`config.mk`:
```
export PLATFORM = sky130hd
export DESIGN_NAME = mem_arbiter
export DESIGN_NICKNAME = d
export VERILOG_FILES = /design/src/rtl/mem_arbiter.sv
export SDC_FILE = /design/constraint.sdc
export NUM_CORES = 1
export LEC_CHECK = 0
export BUFFER_PORTS_ARGS = -buffer_cell sky130_fd_sc_hd__buf_2
export CAP_MARGIN = 10
export CORE_MARGIN = 2
export CORE_UTILIZATION = 47
export DETAILED_ROUTE_END_ITERATION = 8
export GPL_ROUTABILITY_DRIVEN = 1
export GPL_TIMING_DRIVEN = 0
export PLACE_DENSITY = 0.85
export SYNTH_ARGS = -nofsm -noshare
export SYNTH_HDL_FRONTEND = slang
export SYNTH_SLANG_ARGS = --single-unit
```
`constraint.sdc`:
```
create_clock -name clk -period 2.6 [get_ports clk]
set_clock_uncertainty 0.2 [all_clocks]
set_input_delay 0.39 -clock clk [delete_from_list [all_inputs] [get_ports clk]]
set_output_delay 0.39 -clock clk [all_outputs]
set_load 0.02 [all_outputs]
```
`src/rtl/mem_arbiter.sv`:
```
// ============================================================================
// mem_arbiter : shares one memory port between a fetch and a data requester,
//               one access in flight, alternating priority on contention.
// Revision    : 1.0
// ============================================================================
`default_nettype none

module mem_arbiter #(
  parameter int ADDR_W  = 32,
  parameter int DATA_W  = 32,
  parameter int MEM_LAT = 2
) (
  input  logic              clk,
  input  logic              rst,
  input  logic              if_req,
  input  logic [ADDR_W-1:0] if_addr,
  output logic [DATA_W-1:0] if_rdata,
  output logic              if_ack,
  output logic              if_stall,
  input  logic              d_req,
  input  logic              d_we,
  input  logic [ADDR_W-1:0] d_addr,
  input  logic [DATA_W-1:0] d_wdata,
  output logic [DATA_W-1:0] d_rdata,
  output logic              d_ack,
  output logic              d_stall,
  output logic [ADDR_W-1:0] m_addr,
  output logic [DATA_W-1:0] m_wdata,
  output logic              m_re,
  output logic              m_we,
  input  logic [DATA_W-1:0] m_rdata
);

  typedef enum logic [1:0] {
    IDLE   = 2'd0,
    ACCESS = 2'd1,
    RESP   = 2'd2
  } state_t;

  localparam logic [3:0] C_LAT_INIT = 4'(MEM_LAT - 1);
  localparam logic       OWNER_IF   = 1'b0;
  localparam logic       OWNER_D    = 1'b1;

  state_t              state_q, state_d;
  logic [3:0]          cnt_q, cnt_d;
  logic [ADDR_W-1:0]   addr_q, addr_d;
  logic [DATA_W-1:0]   wdata_q, wdata_d;
  logic                we_q, we_d;
  logic                owner_q, owner_d;
  logic                last_owner_q, last_owner_d;
  logic [DATA_W-1:0]   if_rdata_q, if_rdata_d;
  logic [DATA_W-1:0]   d_rdata_q, d_rdata_d;
  logic                grant_data;

  always_ff @(posedge clk or negedge rst) begin
    if (!rst) begin
      state_q      <= IDLE;
      cnt_q        <= '0;
      addr_q       <= '0;
      wdata_q      <= '0;
      we_q         <= 1'b0;
      owner_q      <= OWNER_IF;
      last_owner_q <= OWNER_IF;
      if_rdata_q   <= '0;
      d_rdata_q    <= '0;
    end else begin
      state_q      <= state_d;
      cnt_q        <= cnt_d;
      addr_q       <= addr_d;
      wdata_q      <= wdata_d;
      we_q         <= we_d;
      owner_q      <= owner_d;
      last_owner_q <= last_owner_d;
      if_rdata_q   <= if_rdata_d;
      d_rdata_q    <= d_rdata_d;
    end
  end

  always_comb begin
    state_d      = state_q;
    cnt_d        = cnt_q;
    addr_d       = addr_q;
    wdata_d      = wdata_q;
    we_d         = we_q;
    owner_d      = owner_q;
    last_owner_d = last_owner_q;
    if_rdata_d   = if_rdata_q;
    d_rdata_d    = d_rdata_q;
    grant_data   = 1'b0;
    m_addr       = '0;
    m_wdata      = '0;
    m_re         = 1'b0;
    m_we         = 1'b0;
    if_ack       = 1'b0;
    d_ack        = 1'b0;

    case (state_q)
      IDLE: begin
        if (if_req || d_req) begin
          // On contention the port that did not win last time gets the grant
          grant_data = d_req && (!if_req || (last_owner_q == OWNER_IF));
          owner_d    = grant_data ? OWNER_D : OWNER_IF;
          addr_d     = grant_data ? d_addr : if_addr;
          wdata_d    = grant_data ? d_wdata : '0;
          we_d       = grant_data ? d_we : 1'b0;
          cnt_d      = C_LAT_INIT;
          state_d    = ACCESS;
        end
      end
      ACCESS: begin
        m_addr  = addr_q;
        m_wdata = wdata_q;
        m_we    = we_q;
        m_re    = !we_q;
        if (cnt_q == 4'd0) begin
          if (!we_q) begin
            if (owner_q == OWNER_D) d_rdata_d  = m_rdata;
            else                    if_rdata_d = m_rdata;
          end
          state_d = RESP;
        end else begin
          cnt_d = cnt_q - 4'd1;
        end
      end
      RESP: begin
        if_ack       = (owner_q == OWNER_IF);
        d_ack        = (owner_q == OWNER_D);
        last_owner_d = owner_q;
        state_d      = IDLE;
      end
      default: state_d = IDLE;
    endcase
  end

  assign if_rdata = if_rdata_q;
  assign d_rdata  = d_rdata_q;
  assign if_stall = if_req && !if_ack;
  assign d_stall  = d_req && !d_ack;

endmodule

`default_nettype wire

```
==> Yosys cells after proc, flatten, opt, wreduce, memory -nomap -nowiden <==
Index checks and enable logic that the tools add are counted.
{ "totals": {"output_inout_bits": 134, "ff_bits": 137, "elab_cells": 51, "in_bits": 133} }
{ "classes": {"bitwise_logic": 3, "n_mux": 16, "addsub": 1, "n_reduce_logical": 17, "n_eq_ne": 5} }
{ "ops": {"columns": ["cell", "n"], "rows": [
  ["$mux 32", 4],
  ["$mux 4", 2],
  ["$pmux 4 s2", 1],
  ["$reduce_and 4->1", 2],
  ["$mux 1", 6],
  ["$ne 2x2->1 const B", 3],
  ["$logic_not 1->1", 4],
  ["$logic_not 4->1", 1],
  ["$mux 2", 2],
  ["$pmux 2 s2", 1],
  ["$reduce_and 2->1", 2],
  ["$sub 4x1->4 const B", 1],
  ["$logic_and 1x1->1", 3],
  ["$not 1->1", 3],
  ["$reduce_and 3->1", 1],
  ["$eq 2x1->1 const B", 1],
  ["$eq 2x2->1 const B", 1],
  ["$logic_not 2->1", 1],
  ["$logic_or 1x1->1", 2],
  ["$reduce_bool 2->1", 1]
]} }

==> Depth between registers and ports, before layout <==
Gate-level depths: netlist (run 1).
{ "logic_depth": {"ltp_word": 4, "mapped_depth": 7, "ltp_nobuf": 5} }

==> Worst setup path before layout (run 1) <==
OpenSTA, ideal clock, no wires.
{ "synth_path": {"path_kind": "register to register", "from": "reg cnt_q[0]", "to": "reg if_rdata_q[10], in the netlist if_rdata[10]", "path_buffers": 2, "slack_ns": 0.454, "t_arrival_ns": 1.821, "stages_incl_launch_ff": 8, "path_cell_list": "dfrtp_1 > inv_1 > ha_1 > nand2b_1 > or4b_1 > buf_6 > buf_12 > mux2_4"} }
{ "synth_via": {"elab_chain_len": 2} }
{ "synth_rtl": {"columns": ["element", "line", "source"], "rows": [
  ["from (decl)", "45", "logic [3:0] cnt_q, cnt_d;"],
  ["from (signal assigned)", "68", "cnt_q <= cnt_d;"],
  ["$logic_not 4->1", "115", "if (cnt_q == 4'd0) begin"],
  ["$reduce_and 4->1 (no line)", null, null],
  ["to (signal assigned)", "74", "if_rdata_q <= if_rdata_d;"],
  ["to (decl)", "51", "logic [DATA_W-1:0] if_rdata_q, if_rdata_d;"]
]} }
Every way passes these cells.
A chain may end at the register's enable or synchronous reset.

==> Worst setup path after layout (run 1) <==
{ "layout_path": {"from": "reg state_q[1]", "to": "out m_wdata[14]"} }
{ "layout_via": {"elab_chain_len": 2} }
{ "layout_rtl": {"columns": ["element", "line", "source"], "rows": [
  ["from (decl)", "44", "state_t state_q, state_d;"],
  ["from (signal assigned)", "67", "state_q <= state_d;"],
  ["$eq 2x1->1", "97", "case (state_q)"],
  ["$mux 32", "97", null],
  ["to (decl)", "28", "output logic [DATA_W-1:0] m_wdata,"]
]} }
Every way passes these cells.

==> summary.txt, run 1 <==
Status
  • Status: completed

Critical path
  • R2R depth: 7
  • CP max FO: 10
  • WP data required: 2.01 ns
  • Critical Path Start Type: register
  • Worst EP arrival: 1.81 ns
  • Critical path's top delay family: buffers and inverters
  • CP max stage cell: dfrtp_1
  • Buf/Inv on CP: 3
  • Crit end category: output port
  • Cell Chain, Critical Path: nor2b_2 -> clkbuf_4 -> clkbuf_2 -> and2_1 -> buf_2
  • CP max stage delay: 0.44 ns
  • CP Depth: 5
  • Critical path type: register to output port

Finish
  • Commonest non-fill, non-tap cell in the layout: buf_2
  • Area grow syn2layout: 42.0%
  • Final Non-Filler Cells: 973
  • Final instance area: 8620 um^2
  • Multi-input gate area: 2430 um^2
  • Commonest non-fill, non-tap cells in the layout: 276 x buf_2, 137 x dfrtp_1, 68 x o21ai_0, 66 x and2_1, 35 x mux2_2
  • Reg area: 3430 um^2
  • Layout cells sized above 1: 0.483
  • Layout Nets: 923
  • # fillers: 953
  • Final core occ: 0.683
  • ANT cells: 0

Route
  • Initial DRC Count: 268
  • Initial DRT Pass Iterations: 4
  • Drt total wl: 16400 um
  • Antenna-violating nets left: 0
  • DR vias/cell: 5.10
  • Routed len/inst: 16.9 um
  • Vias: 4966
  • Remaining DRCs: 0

Timing
  • Setup violation total in the final timing report: 0
  • RSZ-0062 raised after global routing: no
  • Upper clock frequency limit: 0.416 GHz
  • Final cycle utilization of the critical path: 0.925
  • Setup ws final: 0.196 ns
  • Final critical-path required period: 2.40 ns
  • Final Hold Viols: 0
  • Worst Max-Slew Pin Slew: 0.712 ns
  • Slew HR: 0.524
  • Count of pins over their slew limit: 0

Floorplan
  • Initial Util: 0.481
  • Chip Height: 118 um
  • Die area: 13800 um^2
  • FP Rows: 41
  • DIE WIDTH: 118 um
  • Io pins: 267
  • Core area: 12600 um^2

Placed design
  • Port Buf Inserts: 266
  • Placed cell area: 7650 um^2
  • Pre-CTS setup slack: 0.179 ns
  • Placed cell count: 911
  • Gpl congestion: 0.805
  • Hpwl dp: 11400 um

CTS
  • CTS Buf Count: 17
  • CTS root buf: clkbuf_16
  • CTS tree: done
  • Longest Clk Path Bufs: 2
  • Reg clk slew, reported paths: 0.06 ns
  • Postcts setup bufs: 0
  • H-Tree Level Count: 4
  • Worst-skew pair later-pin latency: 0.41 ns
  • Clock net sink count: 137

Power
  • VDD IR max: 0.643 mV
  • Seq pwr share: 0.321
  • Comb pwr share: 0.455
  • Power Dens Cells: 1380 nW/um^2
  • Clock power frac: 0.224
  • Pint: 7.26 mW
  • Sw frac: 0.389
  • Sw Pwr: 4.62 mW
  • Leak Pwr: 4.48 nW

Global route
  • Initial antenna violation count: 0
  • Overflow after GRT: 0
  • Overall routing resource usage: 0.245
  • Vias in the first global route: 5196
  • Largest net degree at the start of global routing: 97
  • First-pass GRT wire length: 26500 um

Hold path
  • WHS Path Cells: 2
  • Type of the tightest min-delay check: input port to register

Synth
  • Post-Syn Area per Cell: 12.9 um^2
  • Unique cell type count in the Yosys netlist: 31
  • Seq/Total Area, Yosys: 0.565
  • Register bit count reported by yosys: 137
  • Yosys Warn Count: 0
  • Post-Synthesis Cells: 472
  • Synth Cell Area: 6070 um^2
  • Syn nets: 607

Job
  • Max cap viols: 0
## cell type report
type                            instances  area share
Tap cell                              172      0.0250
Clock buffer                           18      0.0509
Sequential cell                       137       0.398
Multi-Input combinational cell        296       0.282
Inverter                                4     0.00174
Clock inverter                         14      0.0253
Buffer                                 35      0.0244
Timing Repair Buffer                  297       0.193
## synth_stat cells
cell | n | area [um^2]
dfrtp_1 | 137 | 3430
o21ai_0 | 68 | 340
and2_1 | 66 | 413
mux2_2 | 35 | 394
a22o_1 | 33 | 289
mux2i_1 | 33 | 330
mux2_4 | 30 | 450
clkbuf_1 | 17 | 63.8
buf_2 | 11 | 55.1
nor2_1 | 5 | 18.8
inv_1 | 4 | 15.0
nand2_1 | 4 | 15.0
buf_1 | 3 | 11.3
buf_12 | 3 | 60.1
a21oi_1 | 2 | 10.0
ha_1 | 2 | 25.0
nand2b_1 | 2 | 12.5
nor2b_1 | 2 | 12.5
nor3b_2 | 2 | 25.0
or2_1 | 2 | 12.5
a21boi_0 | 1 | 7.51
a21o_1 | 1 | 7.51
buf_6 | 1 | 11.3
nand3b_1 | 1 | 7.51
nand4_1 | 1 | 6.26
nand4b_1 | 1 | 8.76
nor3_1 | 1 | 5.00
nor4bb_1 | 1 | 10.0
o41ai_1 | 1 | 8.76
or2b_1 | 1 | 7.51
or4b_1 | 1 | 10.0
## final timing paths
check	slack (ns)	end	start
min reg2reg	0.29	last_owner_q	last_owner_q
max in group asynchronous	1.15	last_owner_q	rst
min in group asynchronous	0.26	if_rdata[20]	rst
max	0.20	m_wdata[14]	state_q[1]
max reg2reg	0.26	if_rdata[17]	cnt_q[0]
min	0.02	wdata_q[8]	d_wdata[8]
## cells by family after synthesis
kind of cell             Yosys count  synth area share
flip-flops                       137             0.565
AND/OR/NAND/NOR                   90            0.0929
buffers and inverters             39            0.0356
multiplexers                      98             0.193
adder cells (fa/ha/maj)            2           0.00412
AO/OA/AOI/OAI                    106             0.109
## power groups by stage
stage	clock network (mW)	registers, mW	logic [mW]
global route	2.82	3.94	5.79
global placement	0	3.74	5.22
finish	2.66	3.82	5.40
CTS	2.70	3.80	5.42
floorplan	0	4.30	3.00
detailed placement	0	3.80	5.33
## metrics by stage
stage / hold WS [ns] / setup TNS (ns) / power (mW)
after floorplan: -0.106 / 0 / 7.30
after CTS: 0.00191 / 0 / 11.9
after global routing: 0.00184 / 0 / 12.5
final: 0.0182 / 0 / 11.9
after detailed placement: 0.130 / 0 / 9.12
after global placement: 0.267 / -121.31 / 8.96
## flip-flops by register name, indices dropped and copies added, names as in the netlist
register and cells:
wdata_q 32, owner_q 1, state_q 2, d_rdata 32
if_rdata 32, we_q 1, last_owner_q 1, addr_q 32
cnt_q 4
## metal layers
metal / part of all wire / vias up / GRT usage
li1: - / 2298 / -
met1: 0.39 / 2412 / 0.280
met2: 0.51 / 223 / 0.430
met3: 0.066 / 33 / 0.0717
met4: 0.026 / 0 / 0.0994
met5: 0 / - / 0
## what timing repair did
item | CTS | global route
hold buffers | 28 | 2
cloned | 0 | 0
setup endpoints to repair | 40 | 40
pin swaps | 0 | 0
gates resized for setup | 5 | 3
hold endpoints to repair | 68 | 2
Power figures use the tool's default switching activity.
==> inputs of run 2 (changes only) <==
Settings changed: BUFFER_PORTS_ARGS -buffer_cell sky130_fd_sc_hd__buf_2 to unset, DONT_BUFFER_PORTS set to 1, GPL_ROUTABILITY_DRIVEN 1 to unset, PLACE_DENSITY 0.85 to 0.68.
==> run 2 against run 1 <==
The run now ends with hold timing left; sequential share of layout area grew 2.6 points; critical path depth is 1 lower; core utilization fell by 4.2 points; clock-buffer cell count up 4; first-iteration DRC count increased by 22%; via count decreased by 12%; clock power about the same; sequential cell count stayed put; fmax decreased by 1.4%; highest routed layer unchanged; setup slack worse by 0.035 ns; sequential power grew 20%; power down 6.7%.
==> summary.txt, run 2 (same netlist as run 1, synthesis figures left out) <==
Timing
  • Count of pins over their slew limit: 0
  • Worst Max-Slew Pin Slew: 0.605 ns
  • Final Hold Viols: 137
  • Upper clock frequency limit: 0.410 GHz
  • Setup TNS: 0 ns
  • Slew HR: 0.597
  • RSZ-0062 raised after global routing: no
  • Setup violation total in the final timing report: 0
  • Final critical-path required period: 2.44 ns
  • WHS: -0.538 ns
  • Setup ws final: 0.161 ns
  • Final cycle utilization of the critical path: 0.938

Floorplan
  • Die area: 13800 um^2
  • Initial Util: 0.481
  • Io pins: 267
  • Chip Height: 118 um
  • FP Rows: 41
  • Core area: 12600 um^2
  • DIE WIDTH: 118 um

Placed design
  • Hpwl dp: 10400 um
  • Placed cell area: 6290 um^2
  • Pre-CTS setup slack: 0.116 ns
  • Gpl congestion: 0.821
  • Port Buf Inserts: 0

Route
  • Remaining DRCs: 0
  • Drt total wl: 16800 um
  • Vias: 4390
  • Antenna-violating nets left: 0
  • Routed len/inst: 21.3 um
  • Initial DRT Pass Iterations: 4
  • Initial DRC Count: 328
  • DR vias/cell: 5.56

Global route
  • Largest net degree at the start of global routing: 138
  • First-pass GRT wire length: 26800 um
  • Overflow after GRT: 0
  • Vias in the first global route: 4794
  • Initial antenna violation count: 0
  • Overall routing resource usage: 0.250

Critical path
  • CP max FO: 10
  • Crit. Startpoint: state_q[1]
  • Crit end category: output port
  • Critical path destination: m_wdata[0]
  • Critical path type: register to output port
  • Critical Path Start Type: register
  • R2r startpoint: last_owner_q
  • Worst EP arrival: 1.85 ns
  • Reg2Reg Setup Slack: 0.23 ns
  • WP data required: 2.01 ns
  • R2r endpoint: addr_q[15]
  • R2R depth: 6

CTS
  • CTS root buf: clkbuf_16
  • Longest Clk Path Bufs: 2
  • H-Tree Level Count: 4
  • CTS Buf Count: 17
  • CTS tree: done
  • Postcts setup bufs: 0
  • Worst-skew pair later-pin latency: 0.41 ns
  • Hold Buf Count CTS: 114
  • Reg clk slew, reported paths: 0.06 ns
  • Clock net sink count: 137

Power
  • Pint: 6.64 mW
  • VDD IR max: 0.632 mV
  • Comb pwr share: 0.348
  • Sw frac: 0.400
  • Seq pwr share: 0.414
  • Clock power frac: 0.237
  • Sw Pwr: 4.44 mW
  • Leak Pwr: 3.69 nW
  • Power Dens Cells: 1370 nW/um^2

Finish
  • Layout Nets: 740
  • Commonest non-fill, non-tap cell in the layout: dfrtp_1
  • Layout cells sized above 1: 0.196
  • Area grow syn2layout: 33.3%
  • ANT cells: 0
  • Final core occ: 0.641
  • # fillers: 955
  • Final instance area: 8090 um^2
  • Commonest non-fill, non-tap cells in the layout: 137 x dfrtp_1, 114 x dlygate4sd3_1, 68 x o21ai_0, 65 x and2_1, 35 x mux2_2

Hold path
  • Type of the tightest min-delay check: input port to asynchronous set/reset pin

Status
  • Status: finished with violations
  • Failing checks: hold timing

Job
  • Max cap viols: 0
[run 2: worst min path at each step]
stage | from | end | slack [ns] | cells after the start
2_1_floorplan | rst | addr_q[0] | -0.11 | 0
3_3_place_gp | rst | if_rdata[20] | -0.10 | 0
3_5_place_dp | rst | d_rdata[19] | -0.10 | 0
4_1_cts | rst | d_rdata[19] | -0.55 | 0
5_1_grt | rst | d_rdata[16] | -0.56 | 0
6_report | rst | d_rdata[16] | -0.54 | 0
[run 2: worst max-delay path: stages (launching register included)]
cell and delay, ns:
dfrtp_1 0.44, nor2b_2 0.20, clkbuf_4 0.25, clkbuf_2 0.25
and2_1 0.30
[run 2: stage by stage]
stage               total power [mW]  std cells
floorplan                       7.30        472
global placement                7.97        644
global route                    11.7        790
finish                          11.1        790
CTS                             11.0        790
detailed placement              8.13        644
[run 2: layout make-up]
type	instances	area, um^2	share of cell area
clock buffers	22	484	0.0598
clock inverters	10	163	0.0201
inverters	4	15.0	0.00186
flip-flops and latches	137	3430	0.424
repair buffers	114	1140	0.141
multi-input cells	296	2430	0.300
plain buffers	35	214	0.0264
well taps	172	215	0.0266
[run 2: power by group through the flow]
stage          clock network [mW]  registers, mW  logic (mW)
6_report                     2.63           4.59        3.86
4_1_cts                      2.65           4.54        3.81
5_1_grt                      2.79           4.71        4.18
3_3_place_gp                    0           4.50        3.48
2_1_floorplan                   0           4.30        3.00
3_5_place_dp                    0           4.56        3.58
[run 2: layer usage]
layer / up-vias / wire (um) / global-route usage
met5: - / 0 / 0
met4: 0 / 497 / 0.102
met3: 37 / 1560 / 0.0974
met2: 244 / 8330 / 0.414
met1: 2174 / 6410 / 0.290
li1: 1935 / - / -
[run 2: what timing repair did]
item                                   CTS  global route
resized for setup                        5             7
endpoints found under the hold margin  260           137
setup endpoints to repair               40            40
cloned                                   0             0
